$ cat config.mk
export PLATFORM = sky130hd
export DESIGN_NAME = multicycle_controller
export DESIGN_NICKNAME = d
export VERILOG_FILES = /design/src/rtl/multicycle_controller.sv
export SDC_FILE = /design/constraint.sdc
export NUM_CORES = 1
export LEC_CHECK = 0
export CORE_MARGIN = 2
export CORE_UTILIZATION = 60
export CTS_CLUSTER_DIAMETER = 30
export DETAILED_ROUTE_END_ITERATION = 7
export DONT_BUFFER_PORTS = 1
export PLACE_DENSITY = 0.85
export SLEW_MARGIN = 20
export SYNTH_ARGS = -nofsm -noshare
export SYNTH_HDL_FRONTEND = slang
export SYNTH_SLANG_ARGS = --single-unit
$ cat constraint.sdc
create_clock -name Clock -period 3.9 [get_ports Clock]
set_input_delay 0.78 -clock Clock [delete_from_list [all_inputs] [get_ports Clock]]
set_output_delay 0.78 -clock Clock [all_outputs]
set_load 0.02 [all_outputs]
$ cat src/rtl/multicycle_controller.sv
// Multi-cycle control FSM for the 32-bit MIPS-subset datapath. It steps one instruction
// through FETCH/DECODE/EXEC/MEM/WB states and times out on a data-memory handshake that never completes.
module multicycle_controller #(
    parameter int MEM_TIMEOUT = 16,
    parameter int CNT_W       = 32
) (
    input  logic             Clock,
    input  logic             Reset,
    input  logic [5:0]       op,
    input  logic [5:0]       func,
    input  logic             Zero,
    input  logic             MemReady,
    output logic             PCWrite,
    output logic [1:0]       PCSrc,
    output logic             IRWrite,
    output logic             RegDst,
    output logic             RegWrite,
    output logic             ALUSrc,
    output logic             RegA,
    output logic             RegB,
    output logic [3:0]       ALUOp,
    output logic             MemRead,
    output logic             MemWrite,
    output logic             MemtoReg,
    output logic [3:0]       State,
    output logic             Illegal,
    output logic             Fault,
    output logic [CNT_W-1:0] RetireCount
);

    localparam logic [3:0] S_FETCH    = 4'd0;
    localparam logic [3:0] S_DECODE   = 4'd1;
    localparam logic [3:0] S_EXEC_R   = 4'd2;
    localparam logic [3:0] S_EXEC_I   = 4'd3;
    localparam logic [3:0] S_MEM_ADDR = 4'd4;
    localparam logic [3:0] S_MEM_RD   = 4'd5;
    localparam logic [3:0] S_MEM_WR   = 4'd6;
    localparam logic [3:0] S_WB_ALU   = 4'd7;
    localparam logic [3:0] S_WB_MEM   = 4'd8;
    localparam logic [3:0] S_BRANCH   = 4'd9;
    localparam logic [3:0] S_JUMP     = 4'd10;
    localparam logic [3:0] S_FAULT    = 4'd15;

    localparam logic [5:0] OP_RTYPE = 6'b000000;
    localparam logic [5:0] OP_LW    = 6'b100011;
    localparam logic [5:0] OP_SW    = 6'b101011;
    localparam logic [5:0] OP_BEQ   = 6'b000100;
    localparam logic [5:0] OP_ADDI  = 6'b001000;
    localparam logic [5:0] OP_J     = 6'b000010;

    // One extra bit so the counter can step past the last legal value on the fault edge.
    localparam int              WAIT_W    = $clog2(MEM_TIMEOUT + 1);
    localparam logic [WAIT_W-1:0] WAIT_LAST = WAIT_W'(MEM_TIMEOUT - 1);

    logic [3:0]        state;
    logic [3:0]        state_nxt;
    logic [WAIT_W-1:0] wait_cnt;
    logic              retire;

    logic       is_r, is_lw, is_sw, is_beq, is_addi, is_j;
    logic       r_ok, is_shift;
    logic [3:0] alu_r;

    assign is_r    = (op == OP_RTYPE);
    assign is_lw   = (op == OP_LW);
    assign is_sw   = (op == OP_SW);
    assign is_beq  = (op == OP_BEQ);
    assign is_addi = (op == OP_ADDI);
    assign is_j    = (op == OP_J);

    always_comb begin
        alu_r    = 4'b0000;
        r_ok     = 1'b1;
        is_shift = 1'b0;
        case (func)
            6'b100000: alu_r = 4'b0000;
            6'b100010: alu_r = 4'b0001;
            6'b100100: alu_r = 4'b0010;
            6'b100101: alu_r = 4'b0011;
            6'b101010: alu_r = 4'b0100;
            6'b000000: begin alu_r = 4'b1000; is_shift = 1'b1; end
            6'b000010: begin alu_r = 4'b1001; is_shift = 1'b1; end
            default:   r_ok = 1'b0;
        endcase
    end

    always_ff @(posedge Clock) begin
        if (!Reset) state <= S_FETCH;
        else        state <= state_nxt;
    end

    always_comb begin
        state_nxt = state;
        retire    = 1'b0;
        case (state)
            S_FETCH:  state_nxt = S_DECODE;
            S_DECODE: begin
                if (is_r && r_ok)         state_nxt = S_EXEC_R;
                else if (is_addi)         state_nxt = S_EXEC_I;
                else if (is_lw || is_sw)  state_nxt = S_MEM_ADDR;
                else if (is_beq)          state_nxt = S_BRANCH;
                else if (is_j)            state_nxt = S_JUMP;
                else                      state_nxt = S_FETCH;
            end
            S_EXEC_R, S_EXEC_I: state_nxt = S_WB_ALU;
            S_MEM_ADDR: state_nxt = is_lw ? S_MEM_RD : S_MEM_WR;
            // MemReady is tested first so a late completion beats the timeout.
            S_MEM_RD: begin
                if (MemReady)                   state_nxt = S_WB_MEM;
                else if (wait_cnt == WAIT_LAST) state_nxt = S_FAULT;
            end
            S_MEM_WR: begin
                if (MemReady) begin
                    state_nxt = S_FETCH;
                    retire    = 1'b1;
                end else if (wait_cnt == WAIT_LAST) begin
                    state_nxt = S_FAULT;
                end
            end
            S_WB_ALU, S_WB_MEM, S_BRANCH, S_JUMP: begin
                state_nxt = S_FETCH;
                retire    = 1'b1;
            end
            S_FAULT: state_nxt = S_FAULT;
            default: state_nxt = S_FETCH;
        endcase
    end

    always_ff @(posedge Clock) begin
        if (!Reset) begin
            wait_cnt    <= '0;
            RetireCount <= '0;
        end else begin
            if ((state == S_MEM_RD || state == S_MEM_WR) && !MemReady)
                wait_cnt <= wait_cnt + 1'b1;
            else
                wait_cnt <= '0;
            if (retire)
                RetireCount <= RetireCount + CNT_W'(1);
        end
    end

    always_comb begin
        PCWrite  = 1'b0;
        PCSrc    = 2'b00;
        IRWrite  = 1'b0;
        RegDst   = 1'b0;
        RegWrite = 1'b0;
        ALUSrc   = 1'b0;
        RegA     = 1'b0;
        RegB     = 1'b0;
        ALUOp    = 4'b0000;
        MemRead  = 1'b0;
        MemWrite = 1'b0;
        MemtoReg = 1'b0;
        Illegal  = 1'b0;
        if (Reset) begin
            case (state)
                S_FETCH: begin
                    IRWrite = 1'b1;
                    PCWrite = 1'b1;
                end
                S_DECODE: Illegal = !((is_r && r_ok) || is_addi || is_lw || is_sw || is_beq || is_j);
                S_EXEC_R: begin
                    ALUOp = alu_r;
                    RegA  = is_shift;
                    RegB  = is_shift;
                end
                S_EXEC_I, S_MEM_ADDR: ALUSrc = 1'b1;
                // Write-back keeps the execute-stage ALU controls so the result stays stable.
                S_WB_ALU: begin
                    RegWrite = 1'b1;
                    RegDst   = is_r;
                    if (is_r) begin
                        ALUOp = alu_r;
                        RegA  = is_shift;
                        RegB  = is_shift;
                    end else begin
                        ALUSrc = 1'b1;
                    end
                end
                S_MEM_RD: begin
                    ALUSrc  = 1'b1;
                    MemRead = 1'b1;
                end
                S_MEM_WR: begin
                    ALUSrc   = 1'b1;
                    MemWrite = 1'b1;
                end
                S_WB_MEM: begin
                    RegWrite = 1'b1;
                    MemtoReg = 1'b1;
                end
                S_BRANCH: begin
                    ALUOp   = 4'b0001;
                    PCSrc   = 2'b01;
                    PCWrite = Zero;
                end
                S_JUMP: begin
                    PCSrc   = 2'b10;
                    PCWrite = 1'b1;
                end
                default: ;
            endcase
        end
    end

    assign State = state;
    assign Fault = (state == S_FAULT);

endmodule

==> results of run 1 <==
==> metal layers <==
layer,vias up,part of all wire,track usage
met5,-,0,0
met1,1215,0.43,0.3207
met2,107,0.47,0.3811
met4,0,0.0087,0.05451
met3,9,0.092,0.09117
li1,1269,-,-
==> critical path: cells and delay by family, from the launching register on <==
kind	cells	cell delay [ns]
DFF	1	0.93
AOI/OAI and AO/OA	2	0.30
and+or+nand+nor	2	0.72
buffers and inverters	1	0.19
==> kinds of logic after synthesis <==
family	after synthesis	synth area share
AO/OA/AOI/OAI	80	0.2155
XOR/XNOR	5	0.01622
adder cells (fa/ha/maj)	3	0.01390
buffers and inverters	41	0.06256
flip-flops	41	0.3040
multiplexers	12	0.04449
AND/OR/NAND/NOR	165	0.3434
==> area by class of cell <==
class / instances / share of cell area
clock buffers: 7 / 0.03418
clock inverters: 1 / 0.001775
inverters: 14 / 0.01864
multi-input cells: 265 / 0.6072
flip-flops and latches: 41 / 0.2912
well taps: 52 / 0.02308
repair buffers: 9 / 0.02397
==> worst max-delay path by stage <==
| stage | startpoint | endpoint | slack, ns | cells past startpoint |
|---|---|---|---|---|
| detailed placement | op[0] | ALUOp[3] | 0.93 | 5 |
| global route | State[1] | ALUOp[2] | 0.52 | 5 |
| CTS | State[1] | ALUOp[2] | 0.70 | 5 |
| finish | State[1] | ALUOp[2] | 0.67 | 5 |
| global placement | op[0] | ALUOp[2] | 0.98 | 5 |
| floorplan | op[1] | RegB | 0.57 | 6 |
==> registers in the layout (all words and copies together), names as in the netlist <==
name	count
wait_cnt	5
RetireCount	32
State	4
==> through the flow <==
| stage | setup WS, ns | cell area [µm²] | hold WS, ns |
|---|---|---|---|
| finish | 0.6655 | 2819 | 0.4485 |
| global route | 0.5215 | 2819 | 0.4772 |
| floorplan | 0.5696 | 2700 | 0.4176 |
| detailed placement | 0.9311 | 2718 | 0.4397 |
| CTS | 0.6957 | 2819 | 0.4552 |
| global placement | 0.9758 | 2718 | 0.4326 |
==> placed cells by master (no fill, tap or decap), types with 9 or more instances in the layout <==
cell type   n
nor4_1     12
o21ai_0     9
inv_1      13
dfxtp_1    41
nor2_1     24
nand3_1    13
nand2b_1   14
buf_4       9
mux2i_1    12
nand2_1    36
a21oi_1    22
==> where the power goes <==
part	switching [mW]	internal [mW]	leakage, nW
Sequential	0.0144	0.422	0.330
Combinational	0.0556	0.0344	0.456
Clock	0.151	0.160	0.0542
Total	0.221	0.616	0.840
==> flow_summary_export.csv, run 1 <==
group,metric,value,unit
cts,clock_latency,0.29,ns
min_path,holdPathStages,1,
cts,path_clk_slew,0.08,ns
place,dp_cells,381,
worst_setup_path,start_kind,"register",
detailed_routing,dr.pass1.iters,5,
die,die_y,71.09,µm
yosys,synthCells,347,
worst_setup_path,worst_setup_path_end_kind,"output pin",
outcome,status,"complete, no violations",
die,core_area,0.004354,mm²
pwr,power,0.8370,mW
sta,drv_slew,0,
die,die_area,0.005053,mm²
pwr,p_per_area,296.9,mW/mm²
yosys,syn_area_per_cell,7.781,µm²
global_routing,grt_pass1_vias,2197,
worst_setup_path,reg2reg_slack,1.35,ns
cells_and_area,multiInputGateArea,0.001712,mm²
pwr,ir_worst_vdd,0.0002863,V
cells_and_area,area_delta_synth_final,4.402,%
worst_setup_path,r2r_start,"RetireCount[3]",
yosys,synth_fp_nets,366,
die,initial_utilization,0.6201,
min_path,hold_path.class,"reg -> reg",
yosys,synth_ff_type,"dfxtp_1",
yosys,yosysMostFrequentCell,"dfxtp_1",
yosys,synth-seq-area-share,0.3040,
worst_setup_path,path_cells,"or3b_1 -> a21oi_1 -> o221ai_1 -> nor4_1 -> buf_4",
global_routing,grt_pass1_wl,10140,µm
sta,tightest_slew,0.9282,ns
detailed_routing,drt_iter0_markers,249,
worst_setup_path,max_stage_delay,0.93,ns
place,dp_hpwl,4524,µm
yosys,ys_ff_latch,41,
yosys,yosysWarningCount,0,
global_routing,grt_use_total,0.2431,
sta,min_period,3.235,ns
global_routing,antenna_found_initial,0,
worst_setup_path,crit_type,"reg -> out",
global_routing,overflow,0,
yosys,synth_top_area_frac,0.3040,
yosys,yosysTopAreaCell,"dfxtp_1",
min_path,min_to,"wait_cnt[0]",
sta,fmax,309.2,MHz
place,portBuffers,0,
yosys,syn_area,0.002700,mm²
sta,finalHoldViolCount,0,
worst_setup_path,path_max_fanout,24,
pwr,p_leak,0.8404,nW
job,max-cap-violations,0,
cts,cts_root_buffer,"clkbuf_8",
cts,cts_buffers,5,
cts,cts.sinks,41,
cells_and_area,fin_util,0.6474,
cells_and_area,nNetsFinal,355,
detailed_routing,drt_wl_total,6551,µm
cells_and_area,fin_cells,389,
sta,fin_skew,0.004483,ns
die,die_w,71.09,µm
yosys,yosys-top-cells-area,"dfxtp_1 (30%), nand2_1 (5.0%), mux2i_1 (4.4%), a21oi_1 (4.1%), nor2_1 (3.3%)",
min_path,hold_path.startpoint,"wait_cnt[0]",
yosys,synth_edf_count,0,
yosys,synthArstFlopShare,0,
cells_and_area,ff_latch_area,820.8,µm²
place,gp_congestion,0.8802,
worst_setup_path,r2r_cells,4,
cts,cts_setup_buffers,0,
sta,finalSetupViolCount,0,
cts,clk_path_buf_depth,2,
cells_and_area,final_layout_size_suffix_gt1_frac,0.1009,
cts,ctsHoldBuffers,0,
cells_and_area,n_antenna_cell,0,
die,std_cell_rows,24,
die,pin_count,70,
worst_setup_path,r2r_end,"RetireCount[27]",
detailed_routing,ant_nets,0,
global_routing,grt_max_degree,42,
detailed_routing,vias_per_cell,6.684,
cells_and_area,fillers,353,
worst_setup_path,cp.required,3.12,ns
sta,rsz0062_at_grt,"no",
worst_setup_path,slowest_stage,"dfxtp_1",
yosys,synth.distinct_cells,62,
worst_setup_path,cp.arrival,2.45,ns
yosys,synth_common_cells,"dfxtp_1 (41), nand2_1 (36), nor2_1 (24)",
detailed_routing,drcViolationCount,0,
detailed_routing,routedWlPerCell,16.84,µm
cts,tritoncts,"done",
sta,timing.final.crit_share,0.8294,
sta,tns,0,ns
cts,cts.repair.resized,0,
sta,slew_headroom,0.3804,
detailed_routing,via_count,2600,
cts,htree_levels,2,
(Power assumes the default switching activity.)
==> run 2, diff against run 1 <==
==> constraint.sdc (replaced) <==
create_clock -name Clock -period 3.4 [get_ports Clock]
set_input_delay 0.68 -clock Clock [delete_from_list [all_inputs] [get_ports Clock]]
set_output_delay 0.68 -clock Clock [all_outputs]
set_load 0.02 [all_outputs]
==> run 2 against run 1 <==
Against the previous run: sequential share of layout area decreased by 0.12 points; final area is 0.40% higher; critical path depth decreased by 1; clock power about the same; first-iteration DRC count decreased by 22%; clock-buffer cell count shrank 1; worst setup slack got worse by 0.18 ns; die area is the same; worst hold slack better by 0.0054 ns; core utilization is 0.26 points higher; total power grew 9.4%; critical endpoint is now MemtoReg.
==> flow_summary_export.csv, run 2 (synthesis results as in run 1) <==
group,metric,value,unit
detailed_routing,routedWlPerCell,16.88,µm
sta,fin_skew,0.01029,ns
cells_and_area,final_layout_size_suffix_gt1_frac,0.1085,
cells_and_area,fin_cells,393,
die,initial_utilization,0.6201,
cts,htree_levels,2,
place,portBuffers,0,
detailed_routing,via_count,2636,
cells_and_area,largest_register,"RetireCount",
cts,cts_buffers,5,
detailed_routing,vias_per_cell,6.707,
cells_and_area,largest_register_ffs,32,
sta,worst_hold_slack,0.4539,ns
sta,finalHoldViolCount,0,
cts,clk_path_buf_depth,2,
global_routing,grt_max_degree,42,
die,std_cell_rows,24,
worst_setup_path,max_stage_delay,0.83,ns
pwr,comb_power_share,0.117,
pwr,clock_power_share,0.337,
worst_setup_path,crit_type,"reg -> out",
global_routing,overflow,0,
outcome,status,"complete, no violations",
sta,tns,0,ns
place,placed_cell_area,0.002748,mm²
cells_and_area,area_delta_synth_final,4.819,%
pwr,seqPwrFrac,0.546,
cts,cts.sinks,41,
worst_setup_path,r2r_cells,4,
cts,path_clk_slew,0.07,ns
cts,cts_setup_buffers,0,
worst_setup_path,r2r_start,"State[3]",
detailed_routing,dr.pass1.iters,5,
pwr,p_sw,0.2469,mW
job,max-cap-violations,0,
global_routing,grt_pass1_vias,2402,
detailed_routing,drt_iter0_markers,193,
cts,clock_latency,0.29,ns
die,core_area,0.004354,mm²
cells_and_area,layout_common_cells,"dfxtp_1 (41), nand2_1 (36), nor2_1 (24), a21oi_1 (22), nand2b_1 (14)",
sta,min_period,2.914,ns
cts,ctsHoldBuffers,0,
pwr,p_int,0.6689,mW
worst_setup_path,r2r_end,"RetireCount[26]",
worst_setup_path,slowest_stage,"dfxtp_1",
sta,rsz0062_at_grt,"no",
cts,cts.repair.resized,0,
pwr,switching_share,0.2696,
sta,fmax,343.2,MHz
worst_setup_path,crit_buf_inv,1,
global_routing,grt_use_total,0.2592,
min_path,hold_path.class,"reg -> reg",
worst_setup_path,path_cells,"inv_1 -> nor2_1 -> nand2_1 -> nor3_1",
cells_and_area,nNetsFinal,359,
die,die_area,0.005053,mm²
detailed_routing,drt_wl_total,6634,µm
cells_and_area,postLayoutCellArea,0.002830,mm²
global_routing,antenna_found_initial,0,
worst_setup_path,cp.required,2.72,ns
global_routing,grt_pass1_wl,10830,µm
min_path,hold_path.startpoint,"wait_cnt[0]",
place,dp_hpwl,4686,µm
worst_setup_path,path_max_fanout,20,
die,die_w,71.09,µm
worst_setup_path,crit_family,"simple AND/OR/NAND/NOR gates",
detailed_routing,ant_nets,0,
min_path,holdPathStages,1,
sta,finalSetupViolCount,0,
pwr,p_leak,0.8507,nW
cts,cts_root_buffer,"clkbuf_8",
die,pin_count,70,
min_path,min_to,"wait_cnt[0]",
sta,timing.final.crit_share,0.8571,
cells_and_area,final_common_cell,"dfxtp_1",
pwr,ir_worst_vdd,0.0002663,V
worst_setup_path,start_kind,"register",
worst_setup_path,cp.arrival,2.23,ns
cells_and_area,fillers,366,
place,dp_cells,385,
sta,drv_slew,0,
die,die_y,71.09,µm
worst_setup_path,worst_setup_path_end_kind,"output pin",
detailed_routing,drcViolationCount,0,
pwr,p_per_area,323.6,mW/mm²
cts,tritoncts,"done",
sta,slew_headroom,0.4759,
worst_setup_path,reg2reg_slack,0.90,ns
place,gp_congestion,0.8138,
cells_and_area,n_antenna_cell,0,
sta,tightest_slew,0.7850,ns
## run 2: cell count changes in the layout (fill, tap and decap cells not counted)
| cell | before | now |
|---|---|---|
| buf_4 | 9 | 13 |
| clkbuf_8 | 7 | 5 |
| clkinv_2 | 1 | 2 |
| clkbuf_1 | 0 | 1 |
## run 2: worst max path at each step
| stage | from | endpoint | slack (ns) | cells after the start |
|---|---|---|---|---|
| finish | State[3] | MemtoReg | 0.49 | 4 |
| global route | State[3] | MemtoReg | 0.30 | 4 |
| CTS | State[3] | MemtoReg | 0.51 | 4 |
| detailed placement | op[0] | ALUOp[1] | 0.63 | 5 |
| global placement | op[0] | ALUOp[1] | 0.67 | 5 |
| floorplan | op[1] | RegB | 0.27 | 6 |
## run 2: worst reg2reg max path, delay by kind of cell, from the launching register on
kind            cells  cell delay [ns]
mux                 1             0.23
compound gates      2             0.80
flops               1             0.83
simple gates        1             0.57
## run 2: metal layers
layer  vias up  routed length [µm]  GRT usage
li1       1274                   -          -
met1      1242                2846     0.3183
met2       113                3148     0.4330
met3         7                 581    0.08262
met4         0                  57    0.08176
met5         -                   0          0
## run 2: power groups by stage
stage          Clock [mW]  Sequential [mW]  Combinational, mW
3_3_place_gp            0            0.510              0.103
6_report            0.309            0.500              0.107
3_5_place_dp            0            0.510              0.106
4_1_cts             0.312            0.499              0.107
2_1_floorplan           0            0.505             0.0943
5_1_grt             0.330            0.501              0.118
## run 2: stage by stage
| step | utilization | power (mW) | setup slack (ns) |
|---|---|---|---|
| final | 0.6500 | 0.9158 | 0.4858 |
| after global routing | 0.6500 | 0.9496 | 0.3024 |
| after CTS | 0.6500 | 0.9179 | 0.5126 |
| after detailed placement | 0.6310 | 0.6166 | 0.6280 |
| after global placement | 0.6310 | 0.6129 | 0.6671 |
| after floorplan | - | 0.5998 | 0.2696 |
## run 2: layout make-up
class                      instances  area [µm²]  share of cell area
clock inverter                     2       10.01            0.003537
clock buffer                       6       72.57             0.02564
multi-input combinational        265        1712              0.6048
timing repair buffer              13       97.59             0.03448
inverter                          14       52.55             0.01857
tap                               52       65.06             0.02299
sequential                        41       820.8              0.2900
